### config.mk
export PLATFORM = sky130hd
export DESIGN_NAME = video_wb_arbiter
export DESIGN_NICKNAME = d
export VERILOG_FILES = /design/src/rtl/video_wb_pkg.sv /design/src/rtl/wb_rr_grant.sv /design/src/rtl/video_wb_arbiter.sv
export SDC_FILE = /design/constraint.sdc
export NUM_CORES = 1
export LEC_CHECK = 0
export CAP_MARGIN = 30
export CORE_AREA = 5 5 121 123
export DETAILED_ROUTE_END_ITERATION = 16
export DIE_AREA = 0 0 126 128
export HOLD_SLACK_MARGIN = 0.08
export PLACE_DENSITY = 0.68
export SETUP_SLACK_MARGIN = 0.15
export SLEW_MARGIN = 25
export SYNTH_ARGS = -nofsm -noshare
export SYNTH_HDL_FRONTEND = slang
export SYNTH_SLANG_ARGS = --single-unit
export TNS_END_PERCENT = 30
### constraint.sdc
create_clock -name clk -period 3 [get_ports clk]
set_input_delay 0.6 -clock clk [delete_from_list [all_inputs] [get_ports clk]]
set_output_delay 0.6 -clock clk [all_outputs]
set_load 0.005 [all_outputs]
### src/rtl/video_wb_pkg.sv
// Shared types and bus widths for the video Wishbone arbiter.
package video_wb_pkg;

  localparam int unsigned WB_AW   = 32;
  localparam int unsigned WB_DW   = 32;
  localparam int unsigned WB_SELW = 4;

  // Encoding doubles as the one-hot grant vector {OWN1,OWN0}.
  typedef enum logic [1:0] {
    IDLE = 2'b00,
    OWN0 = 2'b01,
    OWN1 = 2'b10
  } owner_t;

endpackage

### src/rtl/wb_rr_grant.sv
// Round-robin whole-cycle ownership FSM for two Wishbone requesters.
module wb_rr_grant
  import video_wb_pkg::*;
(
  input  logic       clk,
  input  logic       nRST,
  input  logic       req0,
  input  logic       req1,
  input  logic       hold0,
  input  logic       hold1,
  output logic [1:0] grant,
  output logic       release_c
);

  owner_t state_q;
  owner_t state_nxt;
  logic   last_q;
  logic   last_nxt;

  // State and last-owner registers; m0 wins the first tie after reset.
  always_ff @(posedge clk or negedge nRST) begin
    if (!nRST) begin
      state_q <= IDLE;
      last_q  <= 1'b1;
    end else begin
      state_q <= state_nxt;
      last_q  <= last_nxt;
    end
  end

  // Next owner: tie goes to the master that did not own last; release hands over directly.
  always_comb begin
    state_nxt = state_q;
    last_nxt  = last_q;
    case (state_q)
      IDLE: begin
        if (req0 && req1) begin
          state_nxt = last_q ? OWN0 : OWN1;
        end else if (req0) begin
          state_nxt = OWN0;
        end else if (req1) begin
          state_nxt = OWN1;
        end
      end
      OWN0: begin
        if (!hold0) begin
          last_nxt  = 1'b0;
          state_nxt = req1 ? OWN1 : IDLE;
        end
      end
      OWN1: begin
        if (!hold1) begin
          last_nxt  = 1'b1;
          state_nxt = req0 ? OWN0 : IDLE;
        end
      end
      default: state_nxt = IDLE;
    endcase
  end

  // Grant vector straight from the state register; release flags an ownership change.
  always_comb begin
    grant     = 2'(state_q);
    release_c = ((state_q == OWN0) && !hold0) || ((state_q == OWN1) && !hold1);
  end

endmodule

### src/rtl/video_wb_arbiter.sv
// Two-master Wishbone arbiter (video store / video fetch) with slave-hang watchdog.
module video_wb_arbiter
  import video_wb_pkg::*;
#(
  parameter int unsigned TIMEOUT = 256,
  parameter int unsigned TO_W    = 9
) (
  input  logic               clk,
  input  logic               nRST,
  input  logic               m0_wb_CYC_I,
  input  logic               m0_wb_STB_I,
  input  logic               m0_wb_LOCK_I,
  input  logic               m0_wb_WE_I,
  input  logic [WB_SELW-1:0] m0_wb_SEL_I,
  input  logic [WB_AW-1:0]   m0_wb_ADR_I,
  input  logic [WB_DW-1:0]   m0_wb_DAT_I,
  output logic [WB_DW-1:0]   m0_wb_DAT_O,
  output logic               m0_wb_ACK_O,
  output logic               m0_wb_ERR_O,
  input  logic               m1_wb_CYC_I,
  input  logic               m1_wb_STB_I,
  input  logic               m1_wb_LOCK_I,
  input  logic               m1_wb_WE_I,
  input  logic [WB_SELW-1:0] m1_wb_SEL_I,
  input  logic [WB_AW-1:0]   m1_wb_ADR_I,
  input  logic [WB_DW-1:0]   m1_wb_DAT_I,
  output logic [WB_DW-1:0]   m1_wb_DAT_O,
  output logic               m1_wb_ACK_O,
  output logic               m1_wb_ERR_O,
  output logic               s_wb_CYC_O,
  output logic               s_wb_STB_O,
  output logic               s_wb_LOCK_O,
  output logic               s_wb_WE_O,
  output logic [WB_SELW-1:0] s_wb_SEL_O,
  output logic [WB_AW-1:0]   s_wb_ADR_O,
  output logic [WB_DW-1:0]   s_wb_DAT_O,
  input  logic [WB_DW-1:0]   s_wb_DAT_I,
  input  logic               s_wb_ACK_I,
  input  logic               s_wb_ERR_I,
  output logic [1:0]         grant
);

  localparam logic            WD_EN   = (TIMEOUT != 32'd0);
  localparam logic [TO_W-1:0] WD_LAST = TO_W'(TIMEOUT - 32'd1);

  logic            release_c;
  logic            own_stb;
  logic            wd_fire;
  logic [TO_W-1:0] wd_q;

  wb_rr_grant u_grant (
    .clk       (clk),
    .nRST      (nRST),
    .req0      (m0_wb_CYC_I),
    .req1      (m1_wb_CYC_I),
    .hold0     (m0_wb_CYC_I | m0_wb_LOCK_I),
    .hold1     (m1_wb_CYC_I | m1_wb_LOCK_I),
    .grant     (grant),
    .release_c (release_c)
  );

  // Owner-to-slave mux; everything parks at zero while idle.
  always_comb begin
    s_wb_CYC_O  = 1'b0;
    s_wb_LOCK_O = 1'b0;
    s_wb_WE_O   = 1'b0;
    s_wb_SEL_O  = '0;
    s_wb_ADR_O  = '0;
    s_wb_DAT_O  = '0;
    own_stb     = 1'b0;
    if (grant[0]) begin
      s_wb_CYC_O  = m0_wb_CYC_I;
      s_wb_LOCK_O = m0_wb_LOCK_I;
      s_wb_WE_O   = m0_wb_WE_I;
      s_wb_SEL_O  = m0_wb_SEL_I;
      s_wb_ADR_O  = m0_wb_ADR_I;
      s_wb_DAT_O  = m0_wb_DAT_I;
      own_stb     = m0_wb_STB_I;
    end else if (grant[1]) begin
      s_wb_CYC_O  = m1_wb_CYC_I;
      s_wb_LOCK_O = m1_wb_LOCK_I;
      s_wb_WE_O   = m1_wb_WE_I;
      s_wb_SEL_O  = m1_wb_SEL_I;
      s_wb_ADR_O  = m1_wb_ADR_I;
      s_wb_DAT_O  = m1_wb_DAT_I;
      own_stb     = m1_wb_STB_I;
    end
  end

  // Watchdog fires on the TIMEOUT-th unanswered strobe cycle, suppressing STB that cycle.
  always_comb begin
    wd_fire    = WD_EN && own_stb && !s_wb_ACK_I && !s_wb_ERR_I && (wd_q == WD_LAST);
    s_wb_STB_O = own_stb && !wd_fire;
  end

  // Watchdog counter: runs only across consecutive unanswered strobes of one owner.
  always_ff @(posedge clk or negedge nRST) begin
    if (!nRST) begin
      wd_q <= '0;
    end else if (!WD_EN || !own_stb || s_wb_ACK_I || s_wb_ERR_I || wd_fire || release_c) begin
      wd_q <= '0;
    end else begin
      wd_q <= wd_q + TO_W'(1);
    end
  end

  // Slave responses go to the owner only; read data is broadcast.
  always_comb begin
    m0_wb_DAT_O = s_wb_DAT_I;
    m1_wb_DAT_O = s_wb_DAT_I;
    m0_wb_ACK_O = grant[0] && s_wb_ACK_I;
    m1_wb_ACK_O = grant[1] && s_wb_ACK_I;
    m0_wb_ERR_O = grant[0] && (s_wb_ERR_I || wd_fire);
    m1_wb_ERR_O = grant[1] && (s_wb_ERR_I || wd_fire);
  end

endmodule

* Word level (Yosys, flattened, before mapping)
Index checks and enable logic that the tools add are counted.
** Cells by class
- Add/sub/neg operators :: 1
- Equal/unequal tests :: 6
- Multiplexer cells :: 27
- Bitwise gates (word level) :: 2
- Reduce and logical (&&, ||, !) cells :: 27
** Operators by type and width (number)
- 32-bit two-way mux :: 4
- 2-bit two-way mux :: 7
- 1-bit logical AND :: 11
- 1-bit two-way mux :: 11
- 9-bit by 1-bit adder with 9-bit output, second input constant :: 1
- 9-bit by 8-bit equality test with 1-bit output, second input constant :: 1
- 9-bit two-way mux :: 1
- 4-bit two-way mux :: 2
- 1-bit zero test :: 6
- 1-bit logical OR :: 6
- 2-bit one-hot mux with 3 select lines :: 1
- 3-bit AND reduction :: 2
- 2-bit != test, second input constant :: 2
- 4-bit by 3-bit != test with 1-bit output, second input constant :: 1
- 2-bit by 1-bit equality test with 1-bit output, second input constant :: 1
- 2-bit equality test, second input constant :: 1
- 2-bit zero test :: 1
- 1-bit OR :: 2
- 1-bit one-hot mux with 2 select lines :: 1
- 2-bit nonzero test :: 1
** Storage, ports and cells
- Bits in registers :: 12
- Input bits :: 180
- Output and inout port bits :: 142
- Logic and storage cells :: 66

* Logic depth before layout (Yosys ltp)
Gate-level depths: netlist (run 1).
- Word-level depth :: 8
- Mapped depth :: 7
- Depth with buffers taken out :: 7

* Hierarchy
Synthesis (run 1) repeated with hierarchy kept, for this count alone.
** Second synthesis, totals
- Cell total of the unflattened synthesis :: 229
- Area, all modules :: 1909.3 um^2
** By module, submodules not included
- video_wb_arbiter :: times used 1, cells an instance 212, area an instance 1731.7 um^2, seq. area each 225.2 um^2
- wb_rr_grant :: times used 1, cells an instance 17, area an instance 177.7 um^2, seq. area each 76.3 um^2

* Least setup slack after synthesis (run 1)
No wires, ideal clock.
- Kind :: register -> output
- Start :: reg wd_q[0]
- End :: out m0_wb_ERR_O
- Arrival time :: 1.395 ns
- Data required time :: 2.400 ns
- Path slack :: 1.005 ns
- Cell stages (with the launch flop) :: 8
- Path buffers :: 0
- Cell sequence :: dfrtp_1 ha_1 nand2_1 nor3_1 ha_1 nor2b_1 o21ai_0 a21oi_1
** On the way
- Word-level cells in the longest chain between the ends :: 4
** Ends and longest elaborated chain
- from (decl) :: line video_wb_arbiter.sv:49 : logic [TO_W-1:0] wd_q;
- from (signal assigned) :: line video_wb_arbiter.sv:103 : wd_q <= wd_q + TO_W'(1);
- 9-bit by 8-bit equality test with 1-bit output :: line video_wb_arbiter.sv:92 : wd_fire = WD_EN && own_stb && !s_wb_ACK_I && !s_wb_ERR_I && (wd_q == WD_LAST);
- 1-bit logical AND :: line video_wb_arbiter.sv:92
- 1-bit logical OR :: line video_wb_arbiter.sv:113 : m0_wb_ERR_O = grant[0] && (s_wb_ERR_I || wd_fire);
- 1-bit logical AND :: line video_wb_arbiter.sv:113
- to (decl) :: line video_wb_arbiter.sv:19 : output logic m0_wb_ERR_O,
No other way between the ends.

* Worst setup path in the final report (run 1)
Ends and elaborated chain as after synthesis.

==> results of run 1 <==
==> repair_timing <==
action | 4_1_cts | 5_1_grt
gates resized for setup | 3 | 2
hold buffers | 0 | 0
setup endpoints to repair | 2 | 1
==> area by class of cell <==
class | count | area (µm²)
Multi-Input combinational cell | 137 | 1090
Clock buffer | 4 | 78.8
Antenna cell | 1 | 2.50
Inverter | 6 | 22.5
Tap cell | 180 | 225
Timing Repair Buffer | 230 | 2300
Fill cell | 1435 | 9530
Sequential cell | 12 | 303
==> stage by stage <==
step | cells | worst slack, ns
after floorplan | 235 | 1.00
after global placement | 565 | 0.314
after detailed placement | 565 | 0.284
after CTS | 569 | 0.127
after global routing | 569 | 0.224
final | 570 | 0.393
==> worst reg2reg max path: stages (launching register included) <==
cell	delay (ns)
dfrtp_2	0.46
buf_12	0.20
inv_1	0.17
ha_1	0.25
or3b_2	0.51
o211ai_2	0.22
nor3_1	0.11
==> registers in the layout (all words and copies together), names as in the netlist <==
| name | count |
|---|---|
| u_grant.last_q | 1 |
| wd_q | 9 |
| u_grant.grant | 2 |
==> per-layer routing <==
metal	wire (µm)	part of all wire [%]
met5	0	0
met4	277	2.4
met3	1200	10
met2	5440	48
met1	4510	39
==> power by group through the flow <==
stage	logic, mW	registers [mW]	clock network [mW]
6_report	2.10	0.210	0.243
5_1_grt	2.22	0.212	0.259
4_1_cts	2.12	0.210	0.248
3_5_place_dp	2.09	0.213	0
3_3_place_gp	2.08	0.211	0
2_1_floorplan	0.902	0.208	0
==> cells by family after synthesis <==
family | synth area share [%]
compound gates | 38.1
buf+inv | 29.7
fa+ha+maj | 3.81
simple gates | 11.2
xor+xnor | 1.33
flops | 15.3
mux | 0.571
==> path summary, 6_finish.rpt <==
check	slack, ns	start	cells past startpoint	to
worst min register to register	0.51	wd_q[0]	1	wd_q[0]
max in group asynchronous	1.88	nRST	1	u_grant.grant[0]
min in group asynchronous	0.72	nRST	1	wd_q[8]
worst min-delay path	0.51	wd_q[0]	1	wd_q[0]
worst max-delay path	0.39	wd_q[0]	8	m0_wb_ERR_O
worst max register to register	0.93	u_grant.grant[0]	6	wd_q[3]
==> synth_stat cells (2+ instances only) <==
cell and number:
clkbuf_1 2, xor2_1 2, buf_2 12, a21oi_1 2
dfrtp_1 11, o21ai_0 8, a22o_1 69, a211oi_1 2
inv_1 5, ha_1 6, or3b_2 2, a31oi_1 2
or3_1 3, nor3_1 7, nand2b_1 2, and2_1 4
buf_4 66, nand3_1 3, a41o_1 2, nand2_1 8
==> impl_metrics.tcl, run 1 <==
set metrics [dict create \
    status "finished, final reports clean" \
    final_common_cell "clkdlybuf4s50_1" \
    grt_first_pass_wirelength_um 16100 \
    setup_violations 0 \
    critPathTopFamily "adder cells" \
    synth_nets 421 \
    power.internal_mw 1.62 \
    core_area_um2 13600 \
    dpl.hpwl_um 9550 \
    worstSkewPairLatency_ns 0.24 \
    layout_common_cells "223 x clkdlybuf4s50_1, 69 x a22o_1, 10 x dfrtp_1" \
    comb_power_share_pct 82.2 \
    die_x_um 126 \
    synth_edf_count 0 \
    cp.required_ns 2.40 \
    fin_crit_sh_pct 86.9 \
    grt_start_max_net_pins 44 \
    grt_pass1_vias 2604 \
    cts_tree "done" \
    initial_core_util_pct 14.5 \
    clkTransAtPathRegs_ns 0.04 \
    grt-busiest-layer "met2" \
    yosysUniqueCellTypes 37 \
    syn_area_per_cell_um2 8.39 \
    vias 2446 \
    yosys.area.top_type "a22o_1" \
    pwr-share-seq_pct 8.3 \
    p_total_mw 2.55 \
    viasPerCell 4.29 \
    rows 43 \
    final_nets 576 \
    worst_clock_skew_ns 0.00190 \
    crit_chain "ha_2, nand2_1, nor3_2, ha_2, nor2b_1, o21ai_0, a21oi_1, dlygate4sd2_1" \
    async_reset_ff_share_pct 100 \
    crit_path_end_kind "output port" \
    htreeDepth 1 \
    hp-class "flop to flop" \
    synthFlopType "dfrtp_1" \
    cts_max_path_buffers 2 \
    use_met2_pct 21.9 \
    fin_crit_ns 2.61 \
    worstMarginPinSlew_ns 0.639 \
    slowest_stage "dfrtp_1" \
    cp_slowest_stage_delay_ns 0.38 \
    critPathArrivalTime_ns 2.01 \
    ys_warn_count 0 \
    synthTopCellsByArea "a22o_1 31%, buf_4 25%, dfrtp_1 14%, ha_1 3.8%, buf_2 3.0%" \
    setup-tns-final_ns 0 \
    pin_count 322 \
    grt_overflow 0 \
    track_usage_pct 12.7 \
    syn_to_final_growth_pct 104 \
    io_buffers 225 \
    switching_share_pct 36.5 \
    irDropWorstVdd_mv 0.293 \
    drc 0 \
    antenna_found_initial 0 \
    grt_setup_unrepaired "no" \
    path_buf_inv 1 \
    crit_top_cell "ha_2" \
    yosysSeqAreaShare_pct 15.3 \
    avgRoutedWirePerCell_um 20.0 \
    cts_root_buffer "clkbuf_16" \
    drt-pass1-iter-count 4 \
    wirelength_um 11400 \
    fmax_mhz 384 \
    p_leak_nw 1.54 \
    cts_sinks 12 \
    final_cell_area_um2 4030 \
    pwr_density_cell_nw_per_um2 633 \
    dieArea_um2 16100 \
    relSlewSlack_pct 57.2 \
    hold_viol_final 0 \
    cp-start-kind "flop" \
    ant_nets 0 \
    cp_max_fo 3 \
    utilization_pct 29.7 \
    cts_setup_buffers 0 \
    drtIter0Drc 78 \
    whs_ns 0.513 \
    drive_gt1_share_pct 5.66 \
    met1_usage_pct 14.7 \
    synth_cells 235 \
    yosys_register_bits 12 \
    yosys.area.top_type_share_pct 30.7 \
    synth_area_um2 1970 \
    grt_use_met3_pct 4.96 \
    clkPwrFrac_pct 9.5 \
    die_h_um 128 \
    cts_buffers 3 \
    crit_type "flop to output port" \
    maxSlewViolCount 0 \
    place_area_um2 3940 \
    p_switching_mw 0.930 \
    cap_viol_max_count 0 \
    place_congestion 0.886 \
]
(Power assumes the default switching activity.)
==> run 2, diff against run 1 <==
--- a/config.mk
+++ b/config.mk
@@ -5,8 +5,9 @@
 export SDC_FILE = /design/constraint.sdc
 export NUM_CORES = 1
 export LEC_CHECK = 0
-export CAP_MARGIN = 30
+export CAP_MARGIN = 20
 export CORE_AREA = 5 5 121 123
+export CTS_CLUSTER_SIZE = 24
 export DETAILED_ROUTE_END_ITERATION = 16
 export DIE_AREA = 0 0 126 128
 export HOLD_SLACK_MARGIN = 0.08
==> results of run 2 <==
The final DEF is identical to that of run 1; final timing and power are the same.
